File: config.mk
export PLATFORM = sky130hd
export DESIGN_NAME = bias_adder
export DESIGN_NICKNAME = d
export VERILOG_FILES = /design/src/rtl/bias_adder_pkg.sv /design/src/rtl/bias_adder_sat_add32.sv /design/src/rtl/bias_adder.sv
export SDC_FILE = /design/constraint.sdc
export NUM_CORES = 2
export LEC_CHECK = 0
export CAP_MARGIN = 20
export CELL_PAD_IN_SITES_DETAIL_PLACEMENT = 0
export CELL_PAD_IN_SITES_GLOBAL_PLACEMENT = 2
export CORE_AREA = 2 2 339 341
export DETAILED_ROUTE_END_ITERATION = 8
export DIE_AREA = 0 0 341 343
export PLACE_DENSITY_LB_ADDON = 0.1
export SKIP_CTS_REPAIR_TIMING = 1
export SYNTH_ARGS = -nofsm -noshare
export SYNTH_HDL_FRONTEND = slang
export SYNTH_HIERARCHICAL = 1
export SYNTH_SLANG_ARGS = --single-unit
File: constraint.sdc
create_clock -name sclk -period 4.7 [get_ports sclk]
set_clock_uncertainty 0.2 [all_clocks]
set_input_delay 0.94 -clock sclk [delete_from_list [all_inputs] [get_ports sclk]]
set_output_delay 0.94 -clock sclk [all_outputs]
set_load 0.1 [all_outputs]
File: src/rtl/bias_adder_pkg.sv
// rtl/bias_adder_pkg.sv - shared constants, state encoding and saturating add for the bias path
package bias_adder_pkg;

    localparam int CH_NUM = 8;
    localparam int DW     = 32;

    localparam logic [1:0] S_IDLE     = 2'd0;
    localparam logic [1:0] S_PREFETCH = 2'd1;
    localparam logic [1:0] S_RUN      = 2'd2;
    localparam logic [1:0] S_DONE     = 2'd3;

    typedef enum logic [1:0] {
        ST_IDLE     = S_IDLE,
        ST_PREFETCH = S_PREFETCH,
        ST_RUN      = S_RUN,
        ST_DONE     = S_DONE
    } state_e;

    // 33-bit signed sum clipped to the 32-bit signed range
    function automatic logic [DW-1:0] sat_add32(input logic [DW-1:0] a, input logic [DW-1:0] b);
        logic [DW:0] sum;
        sum = {a[DW-1], a} + {b[DW-1], b};
        // top two bits disagree only when the result left the 32-bit range
        if (sum[DW] != sum[DW-1]) begin
            sat_add32 = sum[DW] ? {1'b1, {(DW-1){1'b0}}} : {1'b0, {(DW-1){1'b1}}};
        end else begin
            sat_add32 = sum[DW-1:0];
        end
    endfunction

endpackage

File: src/rtl/bias_adder_sat_add32.sv
// rtl/bias_adder_sat_add32.sv - combinational 32-bit signed saturating adder
module sat_add32 (
    input  logic [bias_adder_pkg::DW-1:0] a,
    input  logic [bias_adder_pkg::DW-1:0] b,
    output logic [bias_adder_pkg::DW-1:0] sum
);

    assign sum = bias_adder_pkg::sat_add32(a, b);

endmodule

File: src/rtl/bias_adder.sv
// rtl/bias_adder.sv - per-group bias fetch and saturating bias add on the accumulator stream
module bias_adder
    import bias_adder_pkg::*;
#(
    parameter int RD_LAT = 1,
    parameter int GRP_W  = 7
) (
    input  logic                 sclk,
    input  logic                 s_rst_n,
    input  logic                 layer_start,
    input  logic [GRP_W-1:0]     grp_num,
    output logic [GRP_W-1:0]     bias_rd_addr,
    input  logic [DW-1:0]        bias_ch0,
    input  logic [DW-1:0]        bias_ch1,
    input  logic [DW-1:0]        bias_ch2,
    input  logic [DW-1:0]        bias_ch3,
    input  logic [DW-1:0]        bias_ch4,
    input  logic [DW-1:0]        bias_ch5,
    input  logic [DW-1:0]        bias_ch6,
    input  logic [DW-1:0]        bias_ch7,
    input  logic                 acc_vld,
    input  logic                 acc_last,
    input  logic [CH_NUM*DW-1:0] acc_data,
    output logic                 acc_rdy,
    output logic                 out_vld,
    output logic                 out_last,
    output logic [CH_NUM*DW-1:0] out_data,
    output logic                 layer_done,
    output logic                 busy
);

    localparam int WAIT_W = $clog2(RD_LAT + 3);

    state_e                state_q, state_d;
    logic [WAIT_W-1:0]     wait_q, wait_d;
    logic [GRP_W-1:0]      grp_num_q, grp_num_d;
    logic [GRP_W-1:0]      grp_cnt_q, grp_cnt_d;
    logic [GRP_W-1:0]      addr_q, addr_d;
    logic [CH_NUM*DW-1:0]  bias_reg_q, bias_reg_d;
    logic [CH_NUM*DW-1:0]  out_data_q, out_data_d;
    logic                  out_vld_q, out_vld_d;
    logic                  out_last_q, out_last_d;
    logic                  layer_done_q, layer_done_d;
    logic                  acc_rdy_q, acc_rdy_d;
    logic                  busy_q, busy_d;

    logic [CH_NUM*DW-1:0]  bias_bus;
    logic [CH_NUM*DW-1:0]  sum_w;
    logic                  accept;

    assign bias_bus = {bias_ch7, bias_ch6, bias_ch5, bias_ch4,
                       bias_ch3, bias_ch2, bias_ch1, bias_ch0};

    // acc_rdy_q is only ever high in RUN, so it alone qualifies a beat
    assign accept = acc_vld && acc_rdy_q;

    for (genvar k = 0; k < CH_NUM; k++) begin : g_sat
        sat_add32 u_sat (
            .a   (acc_data[k*DW +: DW]),
            .b   (bias_reg_q[k*DW +: DW]),
            .sum (sum_w[k*DW +: DW])
        );
    end

    always_comb begin
        state_d      = state_q;
        wait_d       = wait_q;
        grp_num_d    = grp_num_q;
        grp_cnt_d    = grp_cnt_q;
        addr_d       = addr_q;
        bias_reg_d   = bias_reg_q;
        out_data_d   = out_data_q;
        out_vld_d    = 1'b0;
        out_last_d   = 1'b0;
        layer_done_d = 1'b0;
        case (state_q)
            ST_IDLE: begin
                if (layer_start) begin
                    grp_num_d = grp_num;
                    grp_cnt_d = '0;
                    addr_d    = '0;
                    // layer start waits RD_LAT+1 cycles: count 1..RD_LAT+1
                    wait_d    = WAIT_W'(1);
                    state_d   = ST_PREFETCH;
                end
            end
            ST_PREFETCH: begin
                if (wait_q == WAIT_W'(RD_LAT + 1)) begin
                    bias_reg_d = bias_bus;
                    state_d    = ST_RUN;
                end else begin
                    wait_d = wait_q + 1'b1;
                end
            end
            ST_RUN: begin
                if (accept) begin
                    out_vld_d  = 1'b1;
                    out_last_d = acc_last;
                    out_data_d = sum_w;
                    if (acc_last) begin
                        if (grp_cnt_q == grp_num_q) begin
                            layer_done_d = 1'b1;
                            state_d      = ST_DONE;
                        end else begin
                            grp_cnt_d = grp_cnt_q + 1'b1;
                            addr_d    = addr_q + 1'b1;
                            // group switch waits one cycle longer: count 0..RD_LAT+1
                            wait_d    = '0;
                            state_d   = ST_PREFETCH;
                        end
                    end
                end
            end
            ST_DONE: begin
                state_d = ST_IDLE;
            end
            default: begin
                state_d = ST_IDLE;
            end
        endcase
        acc_rdy_d = (state_d == ST_RUN);
        busy_d    = (state_d != ST_IDLE);
    end

    always_ff @(posedge sclk or negedge s_rst_n) begin
        if (!s_rst_n) begin
            state_q      <= ST_IDLE;
            wait_q       <= '0;
            grp_num_q    <= '0;
            grp_cnt_q    <= '0;
            addr_q       <= '0;
            bias_reg_q   <= '0;
            out_data_q   <= '0;
            out_vld_q    <= 1'b0;
            out_last_q   <= 1'b0;
            layer_done_q <= 1'b0;
            acc_rdy_q    <= 1'b0;
            busy_q       <= 1'b0;
        end else begin
            state_q      <= state_d;
            wait_q       <= wait_d;
            grp_num_q    <= grp_num_d;
            grp_cnt_q    <= grp_cnt_d;
            addr_q       <= addr_d;
            bias_reg_q   <= bias_reg_d;
            out_data_q   <= out_data_d;
            out_vld_q    <= out_vld_d;
            out_last_q   <= out_last_d;
            layer_done_q <= layer_done_d;
            acc_rdy_q    <= acc_rdy_d;
            busy_q       <= busy_d;
        end
    end

    assign bias_rd_addr = addr_q;
    assign acc_rdy      = acc_rdy_q;
    assign out_vld      = out_vld_q;
    assign out_last     = out_last_q;
    assign out_data     = out_data_q;
    assign layer_done   = layer_done_q;
    assign busy         = busy_q;

endmodule

## After elaboration in Yosys (flattened, before gate mapping)

Cells that the tools add are included.

- Logic and storage cells: 97
- Input bits: 524
- Flip-flop bits (word level): 542
- Output and inout bits: 268

- Reduce and logical (&&, ||, !) cells: 10
- Muxes and demuxes: 45
- Add/subtract/negate cells: 11
- Equality and inequality tests: 19

Operator list:

| operator | count |
|---|---|
| two-way mux 32 bit | 16 |
| adder 32 x 32 -> 33 bit | 8 |
| two-way mux 7 bit | 7 |
| one-hot mux 7 bit (2 select lines) | 2 |
| two-way mux 2 bit | 10 |
| adder 7 x 1 -> 7 bit (second input constant) | 2 |
| inequality test 2 bit (second input constant) | 5 |
| == test 2 bit (second input constant) | 4 |
| two-way mux 1 bit | 8 |
| inequality test 1 bit | 8 |
| one-hot mux 2 bit (4 select lines) | 1 |
| == test 7 bit | 1 |
| one-hot mux 2 bit (3 select lines) | 1 |
| AND reduction 2 bit | 3 |
| AND reduction 6 bit | 1 |
| AND reduction 5 bit | 1 |
| nonzero test 2 bit | 2 |
| nonzero test 3 bit | 1 |
| adder 2 x 1 -> 2 bit (second input constant) | 1 |
| == test 2 x 1 -> 1 bit (second input constant) | 1 |
| logical NOT 2 bit | 1 |
| logical AND 1 bit | 1 |

## Logic depth before layout (Yosys ltp)

- Depth after elaboration: 6
- Gate-level depth with buffers: 14
- Gate-level depth less buffers: 12

## Modules after synthesis

Netlist, hierarchy kept.

Modules (own cells, without submodules):

| module | area each (sq um) | sequential area each (sq um) | cells each | instances |
|---|---|---|---|---|
| bias_adder | 20348.3 | 13563.0 | 1234 | 1 |
| sat_add32 (g_sat[4].u_sat ...) | 2025.7 | 0.0 | 293 | 4 |
| sat_add32 (g_sat[1].u_sat ...) | 2249.7 | 0.0 | 312 | 3 |
| sat_add32 (g_sat[0].u_sat) | 1961.9 | 0.0 | 291 | 1 |

## Worst setup path before layout

No wires, ideal clock.

- Path type: input -> register
- From: input acc_data[0]
- To: register out_data_q[25] (netlist: out_data[25])
- Required time: 4.375 ns
- Setup time: 0.125 ns
- Stages: 14
- Path buffers: 2
- Slack: 0.720 ns
- Data arrival time: 3.655 ns
- Path through: ha_1 -> inv_1 -> fa_1 -> nor2b_1 -> o31a_1 -> o31a_1 -> a311o_1 -> a221o_1 -> a21oi_4 -> nand2b_1 -> buf_6 -> buf_6 -> o21ai_0 -> mux2_2

- Longest elaborated chain between the ends: 3
- Elaborated cells on any way between the ends: 4
- Those cells by class: add/sub (1); eq/ne (1); mux (2)

RTL lines:

| element | line | text |
|---|---|---|
| start, declared | bias_adder.sv:23 | `input logic [CH_NUM*DW-1:0] acc_data,` |
| adder 32 x 32 -> 33 bit (*) | bias_adder_pkg.sv:22 | `sum = {a[DW-1], a} + {b[DW-1], b};` |
| two-way mux 32 bit or inequality test 1 bit (tied branches) | bias_adder_pkg.sv:25, bias_adder_pkg.sv:24 |  |
| two-way mux 32 bit (*) | bias_adder_pkg.sv:24 | `if (sum[DW] != sum[DW-1]) begin` |
| via sum_w[25] | bias_adder.sv:48 | `logic [CH_NUM*DW-1:0] sum_w;` |
| end signal, assigned | bias_adder.sv:146 | `out_data_q <= out_data_d;` |
| end, declared | bias_adder.sv:40 | `logic [CH_NUM*DW-1:0] out_data_q, out_data_d;` |

Mark *: on every way through the listed nets, which the timed path passes. The rest lies on a longest branch.
A chain may end at the register's enable or synchronous reset.

## Worst setup path in the final report

- From: input acc_data[162]
- To: register out_data_q[173] (netlist: out_data[173])

The elaborated chain is that of the path after synthesis.

==> flow_summary_export.csv <==
group,metric,value,unit
sta,min_period,4190,ps
routing,drt_iter0_drc,1454,
yosys,yosys-top-cells-area,"dfrtp_1, mux2_2, ha_1",
worst_setup_path,crit_buf_inv,1,
routing,wl_per_cell,22.8,um
place,dpl_cell_area,47100,sq um
worst_setup_path,end_kind,"flip-flop",
worst_setup_path,crit_path_max_incr_delay,910,ps
yosys,synth_ff_type,"dfrtp_1",
yosys,yosys_warnings,6,
die,fp.dieArea,117000,sq um
cells_and_area,syn_to_final_growth,33.5,%
clock_tree,root_buffer,"clkbuf_16",
cells_and_area,drive_gt1_share,20.4,%
worst_setup_path,cp.arrival,4510,ps
worst_setup_path,critPathRequiredTime,5010,ps
die,core,113000,sq um
clock_tree,cts_tree,"done",
power_and_ir_drop,p_leak,0.0207,uW
die,initial_utilization,32.8,%
die,rows,124,
worst_setup_path,crit_chain,"clkdlybuf4s50_1 > ha_1 > o211ai_1 > o211ai_1 > nand2_1 > o211a_1 > o31ai_4 > nand3_2 > a21oi_2 > o21ai_0 > mux2_2",
yosys,synth_top_area_share,36.5,%
clock_tree,clkTransAtPathRegs,50,ps
worst_setup_path,critPathSlowestCell,"a21oi_2",
sta,drv_slew,0,
sta,min_period_over_period,89.2,%
hold_path,hp-class,"input port to async pin",
sta,fmax,238,MHz
worst_setup_path,setup.worst_path.start,"acc_data[162]",
power_and_ir_drop,cellPowerDensity,896,nW/um^2
routing,post-route-drc-count,0,
global_route,first_global_vias,32001,
sta,whs,91.9,ps
yosys,ys_seq_area_share,36.5,%
worst_setup_path,crit_type,"input port to flip-flop",
global_route,grt_pass1_wl,204000,um
yosys,ys_seq_elements,542,
worst_setup_path,rr_startpoint,"bias_reg_q[162]$_DFFE_PN0P_",
global_route,grt_max_degree,122,
die,die_y,343,um
global_route,track_usage,22.8,%
clock_tree,cts.sinks,542,
routing,via_per_inst,5.17,
clock_tree,cts_buffer_depth,3,
yosys,async_reset_ff_share,100,%
clock_tree,cts_made_buffers,72,
yosys,synth_cell_type_count,93,
cells_and_area,final_area,49600,sq um
place,numPortBuffers,791,
status,status,"complete, no violations",
die,die_w,341,um
sta,setup_viol,0,
yosys,synth_common_cells,"dfrtp_1, mux2_2, a21oi_1",
worst_setup_path,worst_path_most_repeated_cell,"o211ai_1",
place,gp_congestion,0.863,
worst_setup_path,worst_path_dominant_cell_family,"compound AO/OA/AOI/OAI gates",
sta,final.setup.tns,0,ps
sta,timing.final.hold_violations,0,
routing,finalWirelength,137000,um
clock_tree,htreeDepth,3,
routing,ant_nets,0,
sta,max-slew-margin-rel,19.4,%
global_route,gr-total-overflow,0,
routing,vias,31212,
yosys,synth_fp_nets,4424,
sta,rsz0062_at_grt,"false",
job,maxCapViolCount,0,
yosys,synth.avg_cell_area,10.2,sq um
yosys,synth_area,37200,sq um
worst_setup_path,critPathMaxFanout,21,
power_and_ir_drop,ir_drop,429,uV
yosys,synthMostInstantiatedCell,"dfrtp_1",
sta,worst-slew-pin-transition,1200,ps
die,floorplan.io_pins,792,
global_route,antenna_found_initial,47,
cells_and_area,fill_cells,11113,
yosys,netlist_instances,3633,
clock_tree,clock_latency,640,ps
cells_and_area,finalNetCount,5238,
routing,dr.pass1.iters,5,
worst_setup_path,start_kind,"input port",
place,hpwlAfterDp,109000,um
yosys,synth-edff-count,0,
cells_and_area,utilization,43.7,%
yosys,synth_top_area_cell,"dfrtp_1",
## logic make-up (layout without fill, tap and decap cells)
logic type,Yosys count,after routing,share of synthesized area (%)
AOI/OAI and AO/OA,1071,1071,18.8
xor gates and xnor gates,229,229,5.40
adders and majority gates,301,301,10.1
buffers and inverters,277,1146,3.92
DFF,542,542,36.5
muxes,519,519,15.7
other,0,18,0
and+or+nand+nor,694,694,9.52
## stage by stage
| stage | cells | power [uW] | setup slack (ps) |
|---|---|---|---|
| 3_3_place_gp | 5884 | 38700 | -16.9 |
| 6_report | 6032 | 44500 | 505 |
| 4_1_cts | 6013 | 44800 | 627 |
| 2_1_floorplan | 3633 | 30400 | 720 |
| 5_1_grt | 6027 | 47400 | 366 |
| 3_5_place_dp | 5884 | 38700 | -58.7 |
## path summary, 6_finish.rpt
check / end / slack, ps / cells after the start
max in group asynchronous: bias_reg_q[181]$_DFFE_PN0P_ / 3130 / 3
hold / removal: out_data[222]$_DFFE_PN0P_ / 90 / 1
setup reg to reg: out_data[173]$_DFFE_PN0P_ / 820 / 10
setup / recovery: out_data[173]$_DFFE_PN0P_ / 510 / 11
min in group sclk: wait_q[0]$_DFFE_PN0P_ / 290 / 1
hold reg to reg: wait_q[0]$_DFFE_PN0P_ / 290 / 1
## registers in the layout, indices dropped and copies added (netlist names)
signal,count
acc_rdy,1
bias_rd_addr,7
bias_reg_q,256
busy,1
grp_cnt_q,7
grp_num_q,7
layer_done,1
out_data,256
out_last,1
out_vld,1
state_q,2
wait_q,2
## cell usage in the layout (no fill, tap or decap), types with 20 or more instances in the layout
cell	Yosys	routed
xor2_1	104	104
nand4_1	57	57
inv_1	92	92
a21oi_1	388	388
a31oi_1	30	30
a21o_1	42	42
and3_1	25	24
nand2b_1	39	39
nor2_1	142	142
xnor2_1	125	125
o21ai_0	225	225
buf_4	20	121
buf_12	0	20
a211oi_1	29	29
nand2_1	215	215
o21bai_1	37	37
nor2b_1	23	23
ha_1	259	259
mux2_2	513	513
clkdlybuf4s50_1	0	783
o211ai_1	47	47
nor3_1	24	24
o22ai_1	20	20
nand3_1	64	64
dfrtp_1	542	542
clkbuf_16	0	75
o21a_1	32	32
or3_1	20	20
o21ai_1	42	42
## area by class of cell
| cell class | count | area (sq um) | share of cell area (%) |
|---|---|---|---|
| multi-input combinational | 2814 | 22100 | 44.6 |
| sequential | 542 | 13600 | 27.3 |
| timing repair buffer | 925 | 9160 | 18.5 |
| clock buffer | 97 | 2060 | 4.15 |
| tap | 1512 | 1890 | 3.81 |
| clock inverter | 32 | 405 | 0.817 |
| inverter | 92 | 345 | 0.696 |
| antenna | 18 | 45.0 | 0.0908 |
## metal layers
metal | routed length [um] | GRT usage (%) | vias up
li1 | - | - | 15054
met1 | 59300 | 28.9 | 15187
met2 | 66000 | 38.0 | 717
met3 | 8400 | 5.98 | 194
met4 | 3110 | 6.98 | 60
met5 | 414 | 0 | -
## where the power goes
part | switching (uW) | internal, uW | total, uW | leakage [uW]
clock network | 2290 | 3570 | 5850 | 0.00122
logic | 19300 | 11000 | 30300 | 0.0128
registers | 1440 | 6830 | 8270 | 0.00672
total | 23100 | 21400 | 44500 | 0.0207
No activity file was read; power rests on OpenSTA's default activity.
